<file path="config.mk">
export PLATFORM = sky130hd
export DESIGN_NAME = spi_slave
export DESIGN_NICKNAME = d
export VERILOG_FILES = /design/src/rtl/spi_pkg.sv /design/src/rtl/spi_sync.sv /design/src/rtl/spi_slave.sv
export SDC_FILE = /design/constraint.sdc
export NUM_CORES = 1
export LEC_CHECK = 0
export CORE_MARGIN = 2
export CORE_UTILIZATION = 35
export DETAILED_ROUTE_END_ITERATION = 8
export GPL_TIMING_DRIVEN = 1
export HOLD_SLACK_MARGIN = 0.1
export MAX_ROUTING_LAYER = met4
export PLACE_DENSITY_LB_ADDON = 0.2
export SLEW_MARGIN = 15
export SYNTH_ARGS = -nofsm -noshare
export SYNTH_HDL_FRONTEND = slang
export SYNTH_SLANG_ARGS = --single-unit
</file>
<file path="constraint.sdc">
create_clock -name clk -period 1.7 [get_ports clk]
set_input_delay 0.255 -clock clk [delete_from_list [all_inputs] [get_ports clk]]
set_output_delay 0.255 -clock clk [all_outputs]
set_load 0.05 [all_outputs]
</file>
<file path="src/rtl/spi_pkg.sv">
// Shared defaults for the oversampled SPI mode-0 slave.
package spi_pkg;
  localparam int                     WIDTH_DEF    = 8;
  localparam int                     CNT_W_DEF    = $clog2(WIDTH_DEF);
  localparam logic [WIDTH_DEF-1:0]   TX_RESET_DEF = 8'h00;
endpackage

</file>
<file path="src/rtl/spi_sync.sv">
// Multi-stage pin synchronizer with registered-level edge detection.
module spi_sync #(
  parameter int   SYNC_STAGES = 2,
  parameter logic RESET_VAL   = 1'b0
) (
  input  logic clk,
  input  logic ar,
  input  logic din,
  output logic level,
  output logic rise,
  output logic fall
);

  logic [SYNC_STAGES-1:0] sync_p;
  logic                   level_p;

  always_ff @(posedge clk or negedge ar) begin
    if (!ar) begin
      sync_p  <= {SYNC_STAGES{RESET_VAL}};
      level_p <= RESET_VAL;
    end else begin
      sync_p  <= {sync_p[SYNC_STAGES-2:0], din};
      level_p <= sync_p[SYNC_STAGES-1];
    end
  end

  assign level = sync_p[SYNC_STAGES-1];
  assign rise  = level & ~level_p;
  assign fall  = ~level & level_p;

endmodule

</file>
<file path="src/rtl/spi_slave.sv">
// SPI mode-0 slave, fully in the clk domain; echoes each received byte
// back on miso during the following byte slot.
module spi_slave
  import spi_pkg::*;
#(
  parameter int               WIDTH       = WIDTH_DEF,
  parameter int               SYNC_STAGES = 2,
  parameter logic [WIDTH-1:0] TX_RESET    = TX_RESET_DEF
) (
  input  logic clk,
  input  logic ar,
  input  logic sck,
  input  logic mosi,
  output logic miso,
  input  logic cs
);

  localparam int CW = $clog2(WIDTH);

  logic sck_level, sck_rise, sck_fall;
  logic cs_level, cs_rise, cs_fall;
  logic [SYNC_STAGES-1:0] mosi_sync_p;
  logic                   mosi_s;

  logic [WIDTH-1:0]   rx, tx, echo;
  logic [WIDTH-1:0]   rx_next;
  logic [CW-1:0]      bit_cnt;
  logic               active, armed;
  logic [SYNC_STAGES:0] warm;

  spi_sync #(.SYNC_STAGES(SYNC_STAGES), .RESET_VAL(1'b0)) u_sck_sync (
    .clk(clk), .ar(ar), .din(sck),
    .level(sck_level), .rise(sck_rise), .fall(sck_fall)
  );

  spi_sync #(.SYNC_STAGES(SYNC_STAGES), .RESET_VAL(1'b1)) u_cs_sync (
    .clk(clk), .ar(ar), .din(cs),
    .level(cs_level), .rise(cs_rise), .fall(cs_fall)
  );

  // mosi only needs the same latency as sck, no edge detection
  always_ff @(posedge clk or negedge ar) begin
    if (!ar) mosi_sync_p <= '0;
    else     mosi_sync_p <= {mosi_sync_p[SYNC_STAGES-2:0], mosi};
  end

  assign mosi_s  = mosi_sync_p[SYNC_STAGES-1];
  assign rx_next = {rx[WIDTH-2:0], mosi_s};

  // warm/armed: after reset the cs chain must flush and show cs high before
  // a falling edge can open a frame, so a frame cut by reset is never resumed.
  always_ff @(posedge clk or negedge ar) begin
    if (!ar) begin
      rx      <= '0;
      tx      <= '0;
      echo    <= TX_RESET;
      bit_cnt <= '0;
      miso    <= 1'b0;
      active  <= 1'b0;
      armed   <= 1'b0;
      warm    <= '0;
    end else begin
      warm <= {warm[SYNC_STAGES-1:0], 1'b1};
      if (cs_level) begin
        miso    <= 1'b0;
        bit_cnt <= '0;
        rx      <= '0;
        if (cs_rise)           active <= 1'b0;
        if (warm[SYNC_STAGES]) armed  <= 1'b1;
      end else if (cs_fall && armed && !sck_level) begin
        active  <= 1'b1;
        bit_cnt <= '0;
        rx      <= '0;
        tx      <= echo;
        miso    <= echo[WIDTH-1];
      end else if (active) begin
        if (sck_rise) begin
          rx <= rx_next;
          if (bit_cnt == CW'(WIDTH-1)) begin
            echo    <= rx_next;
            bit_cnt <= '0;
          end else begin
            bit_cnt <= bit_cnt + 1'b1;
          end
        end else if (sck_fall) begin
          // counter at zero on a fall means a byte just completed
          if (bit_cnt == '0) begin
            tx   <= echo;
            miso <= echo[WIDTH-1];
          end else begin
            tx   <= {tx[WIDTH-2:0], 1'b0};
            miso <= tx[WIDTH-2];
          end
        end
      end
    end
  end

endmodule

</file>
### Yosys cells after proc, flatten, opt, wreduce, memory -nomap -nowiden

Cells that the tools add are included.

* register bits: 39
* output and inout port bits: 1

* add/sub/neg operators: 1
* equal/unequal tests: 4
* mux-type cells: 23
* bitwise logic cells: 9
* reductions and logical operators: 16

Operators by type and width (number)
* 7-bit 2-to-1 mux: 9
* 3-bit 2-to-1 mux: 5
* 1-bit 2-to-1 mux: 9
* 3-bit nonzero test: 3
* 2-bit AND reduction: 3
* 2-bit nonzero test: 3
* 1-bit NOT: 5
* 5-bit AND reduction: 1
* 1-bit AND: 4
* 4-bit AND reduction: 1
* 3-bit by 1-bit adder with 3-bit output, second input constant: 1
* 3-bit equality test, second input constant: 1
* 3-bit zero test: 1
* 3-bit by 1-bit != test with 1-bit output, second input constant: 1
* 3-bit AND reduction: 1
* 1-bit logical AND: 2
* 2-bit by 1-bit != test with 1-bit output, second input constant: 1
* 2-bit != test, second input constant: 1
* 1-bit zero test: 1

### Depth between registers and ports, before layout

* word-level depth: 7
* depth in mapped cells: 6
* depth with buffers taken out: 5

### By module

From an unflattened synthesis, not the netlist that was laid out.

* cells, all modules: 130
* area, all modules: 1585.3 sq um

By module, submodules not included
* spi_slave: times used 1, cells each 120, area an instance 1401.3 sq um, seq. area each 825.8 sq um
* spi_sync (u_cs_sync): times used 1, cells each 5, area an instance 93.8 sq um, seq. area each 78.8 sq um
* spi_sync (u_sck_sync): times used 1, cells each 5, area an instance 90.1 sq um, seq. area each 75.1 sq um

### Least setup slack after synthesis

Ideal clock, no wire load.

* kind: reg2reg
* start point: register u_cs_sync.sync_p[1]
* end point: register echo[0]
* setup time: 0.125 ns
* data arrival time: 1.480 ns
* data required time: 1.575 ns
* setup slack: 0.095 ns
* cell stages (with the launch flop): 6
* path buffers: 2
* cells stage by stage: dfstp_2 buf_6 and4bb_2 buf_4 nand2_2 mux2_2

* cells in the longest elaborated chain, start to end: 6

Ends and longest elaborated chain
* start: declaration: line spi_sync.sv:14 `logic [SYNC_STAGES-1:0] sync_p;`
* start signal: assignment: line spi_sync.sv:19 `sync_p <= {SYNC_STAGES{RESET_VAL}};`
* start signal: assignment: line spi_sync.sv:22 `sync_p <= {sync_p[SYNC_STAGES-2:0], din};`
* 1-bit NOT (no line) *
* 1-bit AND: line spi_sync.sv:29 `assign fall = ~level & level_p;`
* 1-bit logical AND (2 in series): line spi_slave.sv:70 `end else if (cs_fall && armed && !sck_level) begin`
* 1-bit NOT (no line)
* 5-bit AND reduction (no line) *
* end signal: assignment: line spi_slave.sv:80 `echo <= rx_next;`
* end: declaration: line spi_slave.sv:25 `logic [WIDTH-1:0] rx, tx, echo;`

Mark *: on every way between the ends. The rest lies on a longest branch, timed or not.
A chain may end at the register's enable or synchronous reset.

### Worst setup path in the final report

* start point: register u_cs_sync.sync_p[1]
* end point: register echo[7]

Same word-level chain as after synthesis.

==> flow_results.org <==
** Setup path
- Setup crit start kind :: flip-flop
- Internal reg-to-reg setup slack :: between 100 and 150 ps
- The critical path is of the reg -> reg type.
- At the worst endpoint, the required time is 1880 ps.
- Measured in cells, the most critical reg-to-reg path has a length of 3.
- The endpoint identified for the worst register-to-register timing path is echo[7].
- The worst register-to-register path begins at u_cs_sync.sync_p[1].
- Along the worst path, the maximum fanout reaches 11.
- At the worst endpoint, the arrival time is between 1500 and 2000 ps.
- STA classifies the critical path endpoint as a flip-flop.

** Route
- Once detail routing completed, the nets flagged for antenna violations numbered 0.
- For this run, the detailed router's first-pass iteration total came to 4.
- Overall via count from detail_route :: roughly 1000
- Routed WL per cell :: ~15 µm
- Wires add up to ~2800 µm.
- Remaining design rule violation count :: 0
- Dividing the detail-routed via count by the number of cells gives 5.21.
- The first routing iteration left 59 violations.

** STA
- Hold Vio Cnt, Final :: 0
- Fmax :: around 640 MHz
- Setup violations remaining at the end of the flow were counted as 0.
- Setup repair after global routing left no endpoint under its margin.
- Dividing the final minimum period by the clock period gives 0.918.
- After layout, the minimum clock period comes to between 1500 and 2000 ps.
- Final clock skew :: roughly 7.8 ps
- Summed over all failing endpoints, the final setup total negative slack is 0 ps.
- Final number of max-transition violations :: 0

** Power
- Across the VDD grid, the largest voltage drop is about 420 µV.
- Final Total Pwr :: 1.95 mW
- Leakage power summed over all cells :: 0.825 nW
- Power density cells :: 1070 nW/µm²

** Yosys
- Synth Area in Adders :: 0.0238
- In this run, distinct cell masters in the synthesized netlist total 34.
- The fraction of the mapped netlist area in compound gates came to 0.163.
- Sequential share of the synthesized area :: 0.620
- In the synthesized netlist the dominant register cell turns out to be sky130_fd_sc_hd__dfrtp_1.
- After synthesis, the mean cell area works out to between 10 and 15 µm².
- The share of synthesized area in the top cell type comes to 0.571.
- Cell area after technology mapping :: about 1600 µm²
- In this run, synthesis inferred 0 flip-flops with an integrated enable.
- The biggest area contributor in the post-synthesis netlist is sky130_fd_sc_hd__dfrtp_1.
- Synthesized flop and latch total :: 39
- After synthesis, the largest family of logic cells by area is compound AO/OA/AOI/OAI gates.
- Measured against the total synthesized area, the mux share comes to 0.0634.
- The Yosys step of the flow raised 0 warnings.
- Proportion of register bits with asynchronous set or reset after synthesis :: 1.00
- Post-synthesis xor/xnor area fraction :: 0
- The cell count after synthesis came out at ~120.
- Simple logic cell fraction of the synthesized area :: 0.0808
- The number of nets handed over by synthesis was 131.
- After synthesis, the cell types taking the most area are sky130_fd_sc_hd__dfrtp_1 (57%), sky130_fd_sc_hd__mux2_2 (5.7%), sky130_fd_sc_hd__dfstp_2 (5.0%).

** Floorplanning
- The die covers about 5100 µm².
- Core region area :: between 4000 and 5000 µm²
- Measured along the x axis, the die boundary spans ~71 µm.
- The floorplan has 24 rows.
- Initial Util :: 0.363
- Measured along the y axis, the die boundary spans 71.2 µm.
- IO Count :: 6

** Cells and area
- Final design utilization :: 0.420
- Net count reported at finish :: ~150
- In the layout the commonest cells are sky130_fd_sc_hd__dfrtp_1 (36), sky130_fd_sc_hd__o21ai_0 (9), sky130_fd_sc_hd__buf_4 (9).
- The layout has about 400 filler cells.
- Number of diodes added for antenna fixing :: 0
- Relative to the synthesized area, the layout overhead comes to 15.8%.
- Registers take around 980 µm².
- The multi-input combinational cells in the finished layout cover a total of between 500 and 600 µm².
- Most common cell after layout, fill and taps aside :: sky130_fd_sc_hd__dfrtp_1
- In the final layout, the share of cells above drive strength 1 is 0.239.
- Non-filler instance count after layout :: 190

** Hold path
- Startpoint of the worst hold path :: mosi_sync_p[0]
- Hold worst-path end :: mosi_sync_p[1]
- Hold Path Depth :: 0
- The tightest min-delay check is of the reg -> reg type.

** GRT
- Entering global routing, the biggest net connects 24 pins.
- Global Route met1 Usage :: 0.175
- The first global-routing pass estimated 5120 µm of wire.
- The global routing stage identified its most utilized layer as met2.
- Initial antenna violation count :: 0
- The total overflow left after global routing is 0.
- Met2 track utilization from global routing :: 0.197
- The via count of the first global-routing pass came to 990.
- Across every metal layer, demand over resource in global routing totals 0.137.
- For this run, global-route usage on met3 was measured as 0.0484.

** Clocking
- Worst-path clk slew :: about 80 ps
- Buffers inserted during clock tree synthesis total 5.
- No sink is reached through more buffers than the 2 on the longest clock path.
- Setup Buffers After CTS :: 0
- The H-tree generated during clock tree synthesis spans 2 levels.
- CTS Root Buffer Type :: sky130_fd_sc_hd__clkbuf_8
- Number of clock sinks :: 39
- Clock latency on the worst-skew pair, taken at its later pin, is 290 ps.
- TritonCTS built the clock tree.

** Placement
- Post-Place Cells :: around 180
- The congestion estimate from routability-driven global placement came to around 0.78.
- The HPWL after detailed placement is 2000 µm.
- Count of buffers from port buffering :: 5

** Flow run
- The tool flagged a number of max-cap violations equal to 0.

** Outcome
- The flow ran to the end, and the final reports show no timing, DRC or antenna violations.
per-stage QoR:
step	instance area, µm²	hold WS [ps]	worst slack (ps)
finish	1830	353	139
CTS	1830	348	143
global route	1830	358	65.2
floorplan	1580	-40.6	95.4
global placement	1700	242	182
detailed placement	1700	252	157
cells in the mapped netlist, types with 2 or more instances:
cell,count
sky130_fd_sc_hd__a31oi_1,6
sky130_fd_sc_hd__nand3_1,6
sky130_fd_sc_hd__dfstp_2,3
sky130_fd_sc_hd__dfrtp_1,36
sky130_fd_sc_hd__nand2_1,2
sky130_fd_sc_hd__ha_1,3
sky130_fd_sc_hd__buf_6,2
sky130_fd_sc_hd__mux2_2,8
sky130_fd_sc_hd__clkbuf_1,3
sky130_fd_sc_hd__a22o_1,7
sky130_fd_sc_hd__inv_1,7
sky130_fd_sc_hd__o21ai_0,9
sky130_fd_sc_hd__a21oi_1,8
sky130_fd_sc_hd__nor2_1,2
sky130_fd_sc_hd__a32o_1,2
final cells by class:
class	count	area share
Timing Repair Buffer	14	0.0616
Tap cell	52	0.0356
Clock buffer	6	0.0452
Inverter	7	0.0144
Sequential cell	39	0.536
Multi-Input combinational cell	70	0.288
Clock inverter	2	0.0192
critical path, stage by stage, from the launching register on:
cell                       delay, ps
sky130_fd_sc_hd__dfstp_2         650
sky130_fd_sc_hd__and4bb_2        270
sky130_fd_sc_hd__nand2_2         170
sky130_fd_sc_hd__mux2_2          350
where the power goes:
| group | switching (mW) | internal (mW) | total, mW |
|---|---|---|---|
| Clock | 0.322 | 0.475 | 0.797 |
| Sequential | 0.0335 | 0.980 | 1.01 |
| Combinational | 0.0823 | 0.0609 | 0.143 |
| Total | 0.438 | 1.52 | 1.95 |
kinds of logic after synthesis:
family                   count (synthesis)
flip-flops                              39
AO/OA/AOI/OAI                           37
AND/OR/NAND/NOR                         20
buffers and inverters                   14
multiplexers                             9
adder cells (fa/ha/maj)                  3
other                                    1
state kept, by name, indices dropped and copies added, names as in the netlist:
signal              cells
active                  1
u_sck_sync.sync_p       2
mosi_sync_p             2
miso                    1
u_cs_sync.level_p       1
u_cs_sync.sync_p        2
u_sck_sync.level_p      1
warm                    3
armed                   1
bit_cnt                 3
tx                      7
rx                      7
echo                    8
worst max path at each step:
stage	depth (start not counted)	end	from
2_1_floorplan	5	echo[0]	u_cs_sync.sync_p[1]
3_3_place_gp	3	echo[7]	u_cs_sync.sync_p[1]
3_5_place_dp	3	echo[4]	u_cs_sync.sync_p[1]
4_1_cts	3	echo[7]	u_cs_sync.sync_p[1]
5_1_grt	6	miso	bit_cnt[0]
6_report	3	echo[7]	u_cs_sync.sync_p[1]
metal layers:
metal / vias to the layer above / share of wire
met5: - / 0
met2: 12 / 0.47
li1: 469 / -
met1: 504 / 0.49
met3: 4 / 0.030
met4: 0 / 0.012
what timing repair did:
item	4_1_cts	5_1_grt
hold buffers	1	0
resized for setup	0	0
setup endpoints to repair	0	0
hold endpoints to repair	18	0
(Power assumes the default switching activity.)
